[src/rtl/ex_muldiv_unit_pkg.sv]
// Shared encodings for the EX-stage multiply/divide unit: op codes, FSM states, default width.
package ex_muldiv_unit_pkg;

  localparam int MD_WIDTH = 32;

  typedef enum logic [2:0] {
    MD_MULT  = 3'd0,
    MD_MULTU = 3'd1,
    MD_DIV   = 3'd2,
    MD_DIVU  = 3'd3,
    MD_MTHI  = 3'd4,
    MD_MTLO  = 3'd5
  } md_op_e;

  typedef enum logic [1:0] {
    ST_IDLE = 2'd0,
    ST_RUN  = 2'd1,
    ST_FIX  = 2'd2
  } md_state_e;

endpackage

[src/rtl/ex_muldiv_unit_muldiv_step.sv]
// One radix-2 iteration shared by multiply (shift-add) and divide (restoring); purely combinational.
// Accumulator layout: multiply {partial product, multiplier}, divide {remainder, dividend/quotient}.
module ex_muldiv_unit_muldiv_step
  import ex_muldiv_unit_pkg::*;
#(
  parameter int WIDTH = MD_WIDTH
) (
  input  logic [2*WIDTH-1:0] acc_i,
  input  logic [WIDTH-1:0]   opnd_i,
  input  logic               div_i,
  output logic [2*WIDTH-1:0] acc_o
);

  logic [WIDTH:0] add_sum;
  logic [WIDTH:0] trial;

  always_comb begin
    add_sum = {1'b0, acc_i[2*WIDTH-1:WIDTH]} + (acc_i[0] ? {1'b0, opnd_i} : '0);
    // Shifted remainder needs WIDTH+1 bits; the top bit of the difference is the borrow.
    trial   = acc_i[2*WIDTH-1:WIDTH-1] - {1'b0, opnd_i};
    if (div_i) begin
      if (!trial[WIDTH]) begin
        acc_o = {trial[WIDTH-1:0], acc_i[WIDTH-2:0], 1'b1};
      end else begin
        acc_o = {acc_i[2*WIDTH-2:0], 1'b0};
      end
    end else begin
      acc_o = {add_sum, acc_i[WIDTH-1:1]};
    end
  end

endmodule

[src/rtl/ex_muldiv_unit.sv]
// Iterative MULT/DIV unit owning HI/LO: 34-cycle stall per MULT/DIV, single-cycle MTHI/MTLO.
// Holds the pipeline via o_stall while busy and interlocks MFHI/MFLO until the result lands.
module ex_muldiv_unit
  import ex_muldiv_unit_pkg::*;
#(
  parameter int WIDTH = MD_WIDTH,
  parameter int STEPS = MD_WIDTH
) (
  input  logic             clk,
  input  logic             reset,
  input  logic             i_start,
  input  logic [2:0]       i_op,
  input  logic             i_flush,
  input  logic             i_read_hilo,
  input  logic [WIDTH-1:0] i_data_1,
  input  logic [WIDTH-1:0] i_data_2,
  output logic             o_busy,
  output logic             o_stall,
  output logic             o_done,
  output logic [WIDTH-1:0] o_hi,
  output logic [WIDTH-1:0] o_lo
);

  localparam int CW = (STEPS > 1) ? $clog2(STEPS) : 1;

  md_state_e          state_q, state_d;
  logic [CW-1:0]      cnt_q, cnt_d;
  logic [2*WIDTH-1:0] acc_q, acc_d, acc_step;
  logic [WIDTH-1:0]   opnd_q, opnd_d;
  logic [WIDTH-1:0]   hi_q, hi_d, lo_q, lo_d;
  logic               is_div_q, is_div_d;
  logic               neg_q, neg_d;
  logic               neg_rem_q, neg_rem_d;
  logic               div0_q, div0_d;
  logic               done_q, done_d;

  logic               take;
  logic               accept_md;
  logic               op_signed;
  logic               op_div;
  logic               a_neg, b_neg;
  logic [WIDTH-1:0]   a_abs, b_abs;
  logic [2*WIDTH-1:0] prod_fix;
  logic [WIDTH-1:0]   quo_fix, rem_fix;

  always_comb begin
    take      = i_start && !i_flush;
    accept_md = take && (i_op inside {MD_MULT, MD_MULTU, MD_DIV, MD_DIVU});
    op_signed = (i_op == MD_MULT) || (i_op == MD_DIV);
    op_div    = (i_op == MD_DIV) || (i_op == MD_DIVU);
    a_neg     = op_signed && i_data_1[WIDTH-1];
    b_neg     = op_signed && i_data_2[WIDTH-1];
    a_abs     = a_neg ? -i_data_1 : i_data_1;
    b_abs     = b_neg ? -i_data_2 : i_data_2;
  end

  ex_muldiv_unit_muldiv_step #(.WIDTH(WIDTH)) u_step (
    .acc_i  (acc_q),
    .opnd_i (opnd_q),
    .div_i  (is_div_q),
    .acc_o  (acc_step)
  );

  // FSM: state register
  always_ff @(posedge clk or posedge reset) begin
    if (reset) begin
      state_q <= ST_IDLE;
    end else begin
      state_q <= state_d;
    end
  end

  // FSM: next state
  always_comb begin
    state_d = state_q;
    unique case (state_q)
      ST_IDLE: if (accept_md) state_d = ST_RUN;
      ST_RUN: begin
        if (i_flush) begin
          state_d = ST_IDLE;
        end else if (cnt_q == '0) begin
          state_d = ST_FIX;
        end
      end
      ST_FIX:  state_d = ST_IDLE;
      default: state_d = ST_IDLE;
    endcase
  end

  // FSM: outputs
  always_comb begin
    o_busy  = (state_q != ST_IDLE);
    o_stall = o_busy || ((state_q == ST_IDLE) && accept_md) || (o_busy && i_read_hilo);
  end

  // Remainder follows the dividend sign; a zero divisor still yields the original dividend in HI.
  always_comb begin
    prod_fix = neg_q ? -acc_q : acc_q;
    quo_fix  = div0_q ? '1 : (neg_q ? -acc_q[WIDTH-1:0] : acc_q[WIDTH-1:0]);
    rem_fix  = neg_rem_q ? -acc_q[2*WIDTH-1:WIDTH] : acc_q[2*WIDTH-1:WIDTH];
  end

  always_comb begin
    cnt_d     = cnt_q;
    acc_d     = acc_q;
    opnd_d    = opnd_q;
    is_div_d  = is_div_q;
    neg_d     = neg_q;
    neg_rem_d = neg_rem_q;
    div0_d    = div0_q;
    hi_d      = hi_q;
    lo_d      = lo_q;
    done_d    = 1'b0;
    unique case (state_q)
      ST_IDLE: begin
        if (accept_md) begin
          acc_d     = {{WIDTH{1'b0}}, a_abs};
          opnd_d    = b_abs;
          is_div_d  = op_div;
          neg_d     = a_neg ^ b_neg;
          neg_rem_d = a_neg;
          div0_d    = op_div && (i_data_2 == '0);
          cnt_d     = CW'(STEPS - 1);
        end else if (take && (i_op == MD_MTHI)) begin
          hi_d = i_data_1;
        end else if (take && (i_op == MD_MTLO)) begin
          lo_d = i_data_1;
        end
      end
      ST_RUN: begin
        acc_d = acc_step;
        cnt_d = cnt_q - 1'b1;
      end
      ST_FIX: begin
        if (!i_flush) begin
          done_d = 1'b1;
          if (is_div_q) begin
            hi_d = rem_fix;
            lo_d = quo_fix;
          end else begin
            hi_d = prod_fix[2*WIDTH-1:WIDTH];
            lo_d = prod_fix[WIDTH-1:0];
          end
        end
      end
      default: ;
    endcase
  end

  always_ff @(posedge clk or posedge reset) begin
    if (reset) begin
      cnt_q     <= '0;
      acc_q     <= '0;
      opnd_q    <= '0;
      is_div_q  <= 1'b0;
      neg_q     <= 1'b0;
      neg_rem_q <= 1'b0;
      div0_q    <= 1'b0;
      hi_q      <= '0;
      lo_q      <= '0;
      done_q    <= 1'b0;
    end else begin
      cnt_q     <= cnt_d;
      acc_q     <= acc_d;
      opnd_q    <= opnd_d;
      is_div_q  <= is_div_d;
      neg_q     <= neg_d;
      neg_rem_q <= neg_rem_d;
      div0_q    <= div0_d;
      hi_q      <= hi_d;
      lo_q      <= lo_d;
      done_q    <= done_d;
    end
  end

  assign o_done = done_q;
  assign o_hi   = hi_q;
  assign o_lo   = lo_q;

endmodule

[config.mk]
export PLATFORM = sky130hd
export DESIGN_NAME = ex_muldiv_unit
export DESIGN_NICKNAME = d
export VERILOG_FILES = /design/src/rtl/ex_muldiv_unit_pkg.sv /design/src/rtl/ex_muldiv_unit_muldiv_step.sv /design/src/rtl/ex_muldiv_unit.sv
export SDC_FILE = /design/constraint.sdc
export NUM_CORES = 1
export LEC_CHECK = 0
export ABC_AREA = 1
export CAP_MARGIN = 20
export CORE_MARGIN = 4
export CORE_UTILIZATION = 45
export DETAILED_ROUTE_END_ITERATION = 8
export PLACE_DENSITY_LB_ADDON = 0.08
export SETUP_SLACK_MARGIN = 0.05
export SLEW_MARGIN = 30
export SYNTH_ARGS = -nofsm -noshare
export SYNTH_HDL_FRONTEND = slang
export SYNTH_SLANG_ARGS = --single-unit
export TNS_END_PERCENT = 100
[constraint.sdc]
create_clock -name clk -period 8.83 [get_ports clk]
set_clock_uncertainty 0.2 [all_clocks]
set_input_delay 0.883 -clock clk [delete_from_list [all_inputs] [get_ports clk]]
set_output_delay 0.883 -clock clk [all_outputs]
set_load 0.02 [all_outputs]
==> flow_summary.ini, run 1 <==
[clock_tree]
clock_latency_ns = 0.48
cts_setup_buffers = 0
clock_sinks = 172
holdBufCountCts = 0
clkSlewWorstSetupHoldPaths_ns = 0.08
numCtsBuffers = 17
h-tree-depth = 4
cts_tree = built
clockBufferDepth = 2
cts-root-buf = clkbuf_16
cts_resized = 0

[final_layout]
synthToLayoutAreaGrowth_pct = 13.41
nNetsFinal = 3190
regArea_mm2 = 0.004305
final_cell_mix = 820 x nand2_1, 429 x inv_1, 388 x nor2_1
multi_input_area_mm2 = 0.01094
fin_cells = 3569
layout_commonest_cell = nand2_1
n_fill_cell = 4011
antenna_cells = 0
final_area_mm2 = 0.01963
drive_above_1_share_pct = 4.284

[synth]
synth_area_leaders = dfrtp_1 25%, nand2_1 18%, inv_1 9.3%
synth_edf_count = 0
synthCells = 2967
synthesis.area_mm2 = 0.01731
ys_seq_area_share_pct = 24.87
synth-async-reset-ratio_pct = 100.0
netlist.area_leader.share_pct = 24.87
yosysTopAreaCell = dfrtp_1
yosysWarnings = 0
syn_area_per_cell_um2 = 5.833
synth_seq_cells = 172
yosys_most_used_dff = dfrtp_1
syn-num-nets = 3111
ys_types = 50

[route]
viasPerCell = 5.537
antenna_left = 0
wl_per_cell_um = 18.93
wirelength_mm = 67.57
drtIter0Drc = 1443
drc_errors = 0
drtPass1Iterations = 7
num_vias = 19760

[min_path]
holdPathStages = 2
min_to = o_lo[22]$_DFFE_PP0P_
min_from = o_lo[22]$_DFFE_PP0P_
hold_class = reg -> reg

[global_route]
use_met3_pct = 4.284
antenna_found_initial = 0
use_met1_pct = 37.68
grt_use_met2_pct = 56.54
groute.usage.overall_pct = 31.86
grt_pass1_vias = 18960
busiest_layer = met2
grt_max_degree = 77
grt_pass1_wl_mm = 103.8
grt_overflow = 0

[die]
core_mm2 = 0.03784
initial_core_util_pct = 45.73
dieHeight_um = 204.1
dieArea_mm2 = 0.04166
rows = 71
die_x_um = 204.1
io_pins = 139

[place]
dp_cells = 3538
placement.cell_area_mm2 = 0.01905
gp_congestion = 0.9598
port_buffers = 137
dp_hpwl_mm = 52.64

[critical_path]
arrival_ns = 4.24
worstSetupPathType = reg -> reg
reg2reg_slack_ns = 4.72
crit_required_ns = 8.96
r2r-end = o_lo[1]$_DFFE_PP0P_
end_kind = flip-flop
path_max_fanout = 38
reg2reg_depth = 9
startpoint_type = flip-flop
rr_startpoint = state_q[0]$_DFFE_PP0P_

[timing]
finalHoldViolCount = 0
rsz0062_at_grt = no
fin_crit_ns = 4.105
maxSlewHeadroom_pct = 31.44
period_share_pct = 46.49
worst_pin_slew_ns = 1.027
final-max-slew-violation-count = 0
setup-tns-final_ns = 0
holdWs_ns = 0.2911
max_freq_ghz = 0.2436
finalSetupViolCount = 0

[power]
p_comb_share_pct = 61.1
intPower_mw = 2.536
power.switching_mw = 2.943
power_density_mw_per_mm2 = 279.1
ir_worst_vdd_mv = 0.4092
p_sw_share_pct = 53.72
clockPowerShare_pct = 14.5
power.leakage_nw = 9.892
seqPwrFrac_pct = 24.4

[flow_run]
max_cap_viol_count = 0

[run_status]
status = finished clean
[synth_stat cells (all sizes together), types with 2 or more instances]
cell      n
nor4      7
fa        2
nand3b   11
xor2     26
a22oi     8
a21oi   213
nand2   844
o21bai    8
buf      33
dfrtp   172
clkbuf   62
o21ai   213
a21o      3
o211ai    6
nor3     36
a21boi    3
o41ai     2
nor3b     2
ha       70
o22ai     5
nor2    415
or2      12
nand3   278
and2      4
o31ai    14
a31oi    19
xnor2    16
nand4    36
inv     442
[power by group through the flow]
stage	combinational [mW]	sequential, mW	clock (mW)
after floorplan	2.33	1.28	0
after global placement	3.27	1.34	0
after detailed placement	3.31	1.34	0
after CTS	3.32	1.33	0.799
after global routing	3.75	1.37	0.836
final	3.35	1.34	0.792
[cells by family after synthesis]
kind of cell / after synthesis / synth area share (%)
AO/OA/AOI/OAI: 496 / 15.25
buffers and inverters: 538 / 12.04
XOR/XNOR: 42 / 2.125
flip-flops: 172 / 24.87
AND/OR/NAND/NOR: 1647 / 40.43
adder cells (fa/ha/maj): 72 / 5.292
[per-stage QoR]
stage                     power (mW)  setup slack, ns  util [%]
final                          5.479            4.725     51.87
after global routing           5.959            4.434     51.87
after CTS                      5.449            4.737     51.86
after detailed placement       4.650            4.634     50.35
after global placement         4.604            4.674     50.35
after floorplan                3.618            3.087         -
[worst max-delay path, cell delays in order, from the launching register on]
cell and delay, ns:
dfrtp_1 0.39, inv_2 0.09, nand2_1 0.55, inv_2 0.83
nand2_1 0.14, nand2_1 0.11, buf_4 0.37, clkinv_1 0.86
nor2_1 0.32, a31oi_1 0.06
[state kept, by name, indices dropped and copies added, names as in the netlist]
name       cells
is_div_q       1
opnd_q        32
neg_rem_q      1
o_done         1
neg_q          1
state_q        2
o_lo          32
cnt_q          5
o_hi          32
div0_q         1
acc_q         64
[layout make-up]
cell class,count,area share [%]
clock buffers,19,2.206
clock inverters,12,0.7012
inverters,443,8.497
multi-input cells,2257,55.71
flip-flops and latches,172,21.93
well taps,511,3.257
repair buffers,155,7.694
[per-layer routing]
metal	share of wire [%]	up-vias	routed length, um
met3	5.8	172	3917
li1	-	9663	-
met4	5.3	0	3613
met5	0	-	0
met1	40	9186	26820
met2	49	739	33220
[worst max path at each step]
stage	startpoint	slack, ns	cells after the start	end
global route	state_q[0]$_DFFE_PP0P_	4.43	9	o_lo[1]$_DFFE_PP0P_
detailed placement	i_flush	4.63	14	o_hi[9]$_DFFE_PP0P_
finish	state_q[0]$_DFFE_PP0P_	4.72	9	o_lo[1]$_DFFE_PP0P_
CTS	state_q[0]$_DFFE_PP0P_	4.74	9	o_lo[11]$_DFFE_PP0P_
global placement	i_flush	4.67	14	o_hi[9]$_DFFE_PP0P_
floorplan	reset	3.09	1	acc_q[0]$_DFFE_PP0P_
No activity file was read; power rests on OpenSTA's default activity.
==> inputs of run 2 (changes only) <==
==> constraint.sdc (replaced) <==
create_clock -name clk -period 4.05 [get_ports clk]
set_clock_uncertainty 0.2 [all_clocks]
set_input_delay 0.405 -clock clk [delete_from_list [all_inputs] [get_ports clk]]
set_output_delay 0.405 -clock clk [all_outputs]
set_load 0.02 [all_outputs]
==> run 2 against run 1 <==
  * Register-to-register slack got worse by 3.9 ns
  * Sequential share of layout area decreased by 0.21 points
  * Global-route usage increased by 0.58 points
  * Maximum frequency increased by 26%
  * Clock power increased by 110%
  * Utilization increased by 0.51 points
  * Sequential power increased by 110%
  * Worst setup slack got worse by 3.9 ns
  * Design area increased by 0.98%
  * Power increased by 120%
  * Final cell count increased by 0.59%
  * Largest cell class unchanged
  * Largest power group unchanged
  * Highest routed layer unchanged
==> flow_summary.ini, run 2 (synthesized netlist as in run 1, its figures left out) <==
[critical_path]
rr_startpoint = acc_q[32]$_DFFE_PP0P_
startpoint = acc_q[32]$_DFFE_PP0P_
reg2reg_slack_ns = 0.78
end_kind = flip-flop
startpoint_type = flip-flop
worstSetupPathType = reg -> reg
crit_required_ns = 4.26
arrival_ns = 3.48
r2r-end = acc_q[46]$_DFFE_PP0P_
path_max_fanout = 19
reg2reg_depth = 18

[clock_tree]
clockBufferDepth = 2
numCtsBuffers = 17
holdBufCountCts = 0
h-tree-depth = 4
clkSlewWorstSetupHoldPaths_ns = 0.07
cts-root-buf = clkbuf_16
cts_resized = 0
clock_latency_ns = 0.48
cts_tree = built
cts_setup_buffers = 0
clock_sinks = 172

[timing]
finalHoldViolCount = 0
holdWs_ns = 0.1079
fin_crit_ns = 3.269
setup-tns-final_ns = 0
period_share_pct = 80.71
maxSlewHeadroom_pct = 38.71
worst_pin_slew_ns = 0.9137
max_freq_ghz = 0.3059
final-max-slew-violation-count = 0
finalSetupViolCount = 0
rsz0062_at_grt = no

[final_layout]
fin_cells = 3590
nNetsFinal = 3210
antenna_cells = 0
largest_reg_flops = 64
drive_above_1_share_pct = 4.969
final_cell_mix = 820 x nand2_1, 429 x inv_1, 388 x nor2_1
synthToLayoutAreaGrowth_pct = 14.52
layout_commonest_cell = nand2_1
top_register = acc_q

[min_path]
hold_class = in -> async

[place]
dp_cells = 3558
gp_congestion = 0.9926
dp_hpwl_mm = 54.14
port_buffers = 137

[route]
num_vias = 19730
drtPass1Iterations = 6
antenna_left = 0
drtIter0Drc = 1540
viasPerCell = 5.494
drc_errors = 0
wl_per_cell_um = 19.06
wirelength_mm = 68.42

[power]
power.switching_mw = 6.533
p_sw_share_pct = 53.84
clockPowerShare_pct = 13.7
seqPwrFrac_pct = 23.3
total_power_mw = 12.13
intPower_mw = 5.601
ir_worst_vdd_mv = 0.3697
power_density_mw_per_mm2 = 612.2
p_comb_share_pct = 63.0
power.leakage_nw = 9.988

[die]
initial_core_util_pct = 45.73
core_mm2 = 0.03784
rows = 71
die_x_um = 204.1
dieHeight_um = 204.1
dieArea_mm2 = 0.04166
io_pins = 139

[global_route]
groute.usage.overall_pct = 32.44
grt_pass1_wl_mm = 105.5
grt_pass1_vias = 18990
grt_max_degree = 90
grt_overflow = 0
antenna_found_initial = 0

[flow_run]
max_cap_viol_count = 0

[run_status]
status = finished clean
==> run 2: changes by cell type in the layout (fill, tap and decap cells not counted), moves of 2 or more <==
cell,before,now
buf_4,17,33
buf_12,0,5
clkinvlp_4,2,7
clkbuf_8,0,3
bufinv_16,2,0
inv_6,5,3
==> run 2: metrics by stage <==
step           utilization (%)  setup WS [ns]  area, um2
2_1_floorplan                -          1.248      17310
3_3_place_gp             50.91         0.8819      19270
3_5_place_dp             50.91         0.8532      19270
4_1_cts                  52.38         0.8284      19820
5_1_grt                  52.38         0.5817      19820
6_report                 52.38         0.7812      19820
==> run 2: power by group through the flow <==
| stage | registers, mW | logic (mW) | clock network [mW] |
|---|---|---|---|
| 2_1_floorplan | 2.80 | 5.09 | 0 |
| 3_3_place_gp | 2.83 | 7.45 | 0 |
| 3_5_place_dp | 2.84 | 7.54 | 0 |
| 4_1_cts | 2.81 | 7.57 | 1.68 |
| 5_1_grt | 2.89 | 8.55 | 1.74 |
| 6_report | 2.82 | 7.65 | 1.66 |
==> run 2: metal layers <==
metal  global-route usage [%]  up-vias  share of wire, %
li1                         -     9713                 -
met1                    39.30     9136                40
met2                    57.19      720                49
met3                    3.761      156               5.7
met4                    15.82        0               5.3
met5                        0        -                 0
==> run 2: worst max-delay path by stage <==
stage / slack [ns] / endpoint
finish: 0.78 / acc_q[46]$_DFFE_PP0P_
global route: 0.58 / acc_q[41]$_DFFE_PP0P_
floorplan: 1.25 / acc_q[0]$_DFFE_PP0P_
CTS: 0.83 / acc_q[46]$_DFFE_PP0P_
global placement: 0.88 / acc_q[32]$_DFFE_PP0P_
detailed placement: 0.85 / acc_q[46]$_DFFE_PP0P_
==> run 2: area by class of cell <==
type	count	area [um2]
multi-input combinational	2257	10940
inverter	443	1667
fill	3996	18020
sequential	172	4305
tap	511	639.4
timing repair buffer	175	1719
clock buffer	21	470.5
clock inverter	11	85.08
==> run 2: critical path, stage by stage, from the launching register on <==
cell and delay, ns:
dfrtp_1 0.52, inv_1 0.23, fa_1 0.51, inv_1 0.08
nand2_1 0.06, nand2_1 0.12, nand3_1 0.10, nand2_2 0.12
nand2_1 0.07, nand2_2 0.15, nand2_4 0.08, nand2_2 0.08
nand2_2 0.05, nand2_2 0.26, buf_12 0.22, nand2_1 0.07
nand3_1 0.08, nand3_1 0.08, nand2_1 0.10
==> inputs of run 3 (changes only) <==
==> constraint.sdc (replaced) <==
create_clock -name clk -period 3.1 [get_ports clk]
set_clock_uncertainty 0.2 [all_clocks]
set_input_delay 0.31 -clock clk [delete_from_list [all_inputs] [get_ports clk]]
set_output_delay 0.31 -clock clk [all_outputs]
set_load 0.02 [all_outputs]
==> run 3 against run 2 <==
  * Routed wire length up 2.6%
  * Register-to-register slack worse by 0.56 ns
  * Global-route usage up 0.30 points
  * Sequential share of layout area fell by 0.70 points
  * Critical endpoint is now acc_q[59]$_DFFE_PP0P_
  * Largest cell class unchanged
==> flow_summary.ini, run 3 (synthesized netlist as in run 1, its figures left out) <==
[run_status]
status = finished clean

[timing]
maxSlewHeadroom_pct = 38.62
final-max-slew-violation-count = 0
worst_pin_slew_ns = 0.9150
finalHoldViolCount = 0
rsz0062_at_grt = no
max_freq_ghz = 0.3478
setup-tns-final_ns = 0
period_share_pct = 92.75
fin_crit_ns = 2.875
finalSetupViolCount = 0

[final_layout]
fin_cells = 3644
layout_commonest_cell = nand2_1
top_register = acc_q
drive_above_1_share_pct = 6.894
synthToLayoutAreaGrowth_pct = 18.34
final_cell_mix = 820 x nand2_1, 429 x inv_1, 384 x nor2_1
final_area_mm2 = 0.02048
multi_input_area_mm2 = 0.01098
antenna_cells = 0
nNetsFinal = 3264
largest_reg_flops = 64
regArea_mm2 = 0.004305
n_fill_cell = 4000

[power]
power_density_mw_per_mm2 = 813.1
ir_worst_vdd_mv = 0.4891
power.leakage_nw = 10.37
total_power_mw = 16.65

[die]
io_pins = 139
die_x_um = 204.1
dieHeight_um = 204.1
initial_core_util_pct = 45.73
rows = 71
core_mm2 = 0.03784
dieArea_mm2 = 0.04166

[critical_path]
worstSetupPathType = reg -> reg
arrival_ns = 3.09
end_kind = flip-flop
path_max_fanout = 8
crit_required_ns = 3.31
startpoint_type = flip-flop

[min_path]
hold_class = in -> async

[route]
wl_per_cell_um = 19.27
drtPass1Iterations = 7
antenna_left = 0
wl_met3_mm = 4.208
wirelength_mm = 70.23
num_vias = 20070
drtIter0Drc = 1462
drc_errors = 0
highest_layer = met4
routedLengthMet1_mm = 27.60
met2_wirelength_mm = 34.83
viasPerCell = 5.509

[global_route]
groute.usage.overall_pct = 32.75
grt_overflow = 0
grt_pass1_wl_mm = 106.3
antenna_found_initial = 0
grt_max_degree = 88
grt_pass1_vias = 19280

[place]
port_buffers = 137
placement.cell_area_mm2 = 0.01975
dp_hpwl_mm = 55.26
gp_congestion = 0.9807
dp_cells = 3609

[clock_tree]
cts-root-buf = clkbuf_16
clockBufferDepth = 2
clock_sinks = 172
numCtsBuffers = 17
h-tree-depth = 4
cts_tree = built
clkSlewWorstSetupHoldPaths_ns = 0.08
clock_latency_ns = 0.47

[flow_run]
max_cap_viol_count = 0
run 3: cell count changes in the layout (fill, tap and decap cells not counted), sizes merged:
cell / delta
buf: +52
bufinv: +3
clkbuf: +2
clkinv: +3
clkinvlp: -5
inv: -1
run 3: stage by stage:
stage	hold slack [ns]	utilization, %	worst slack (ns)
after floorplan	0.1764	-	0.3750
after global routing	0.04536	54.12	0.04478
after CTS	0.01502	53.85	0.1497
final	0.02351	54.12	0.2247
after global placement	0.2716	52.19	0.2162
after detailed placement	0.2725	52.19	0.1780
run 3: final timing paths:
kind	from	to	slack [ns]	cells past startpoint
min	reset	o_lo[8]$_DFFE_PP0P_	0.02	2
max reg2reg	acc_q[31]$_DFFE_PP0P_	acc_q[59]$_DFFE_PP0P_	0.22	20
max	acc_q[31]$_DFFE_PP0P_	acc_q[59]$_DFFE_PP0P_	0.22	20
max in group asynchronous	reset	is_div_q$_DFFE_PP0P_	1.85	3
min in group clk	o_lo[24]$_DFFE_PP0P_	o_lo[24]$_DFFE_PP0P_	0.28	2
min reg2reg	o_lo[24]$_DFFE_PP0P_	o_lo[24]$_DFFE_PP0P_	0.28	2
run 3: layout make-up:
cell class                      instances  area share (%)
Clock buffer                           21           2.297
Clock inverter                         11          0.7697
Inverter                              443           8.137
Multi-Input combinational cell       2257           53.62
Sequential cell                       172           21.02
Tap cell                              511           3.122
Timing Repair Buffer                  229           11.03
run 3: routing by layer:
| metal | track usage, % | vias to the layer above |
|---|---|---|
| li1 | - | 9835 |
| met1 | 38.72 | 9331 |
| met2 | 58.73 | 739 |
| met3 | 4.395 | 169 |
| met4 | 15.34 | 0 |
| met5 | 0 | - |
run 3: report_power, final:
part	switching [mW]	internal, mW	total [mW]
Clock	1.06	1.35	2.41
Sequential	0.665	2.84	3.50
Combinational	6.98	3.76	10.7
run 3: critical path, stage by stage (launching register included):
cell	delay [ns]
dfrtp_1	0.35
inv_1	0.07
ha_1	0.24
fa_2	0.38
inv_1	0.07
nand2_1	0.05
nand2_1	0.11
nand3_1	0.09
nand2_2	0.12
nand2_1	0.10
nand2_4	0.11
nand2_4	0.06
nand2_2	0.07
nand2_1	0.09
nand2_4	0.15
buf_12	0.16
buf_4	0.14
nand2_1	0.06
nand3_1	0.07
nand3_1	0.07
nand2_1	0.07
run 3: what timing repair did:
action	in CTS	in global routing
endpoints found under the hold margin	0	0
resized for setup	0	15
buffers inserted	0	1
endpoints found under the setup margin	0	27
hold buffers	0	0
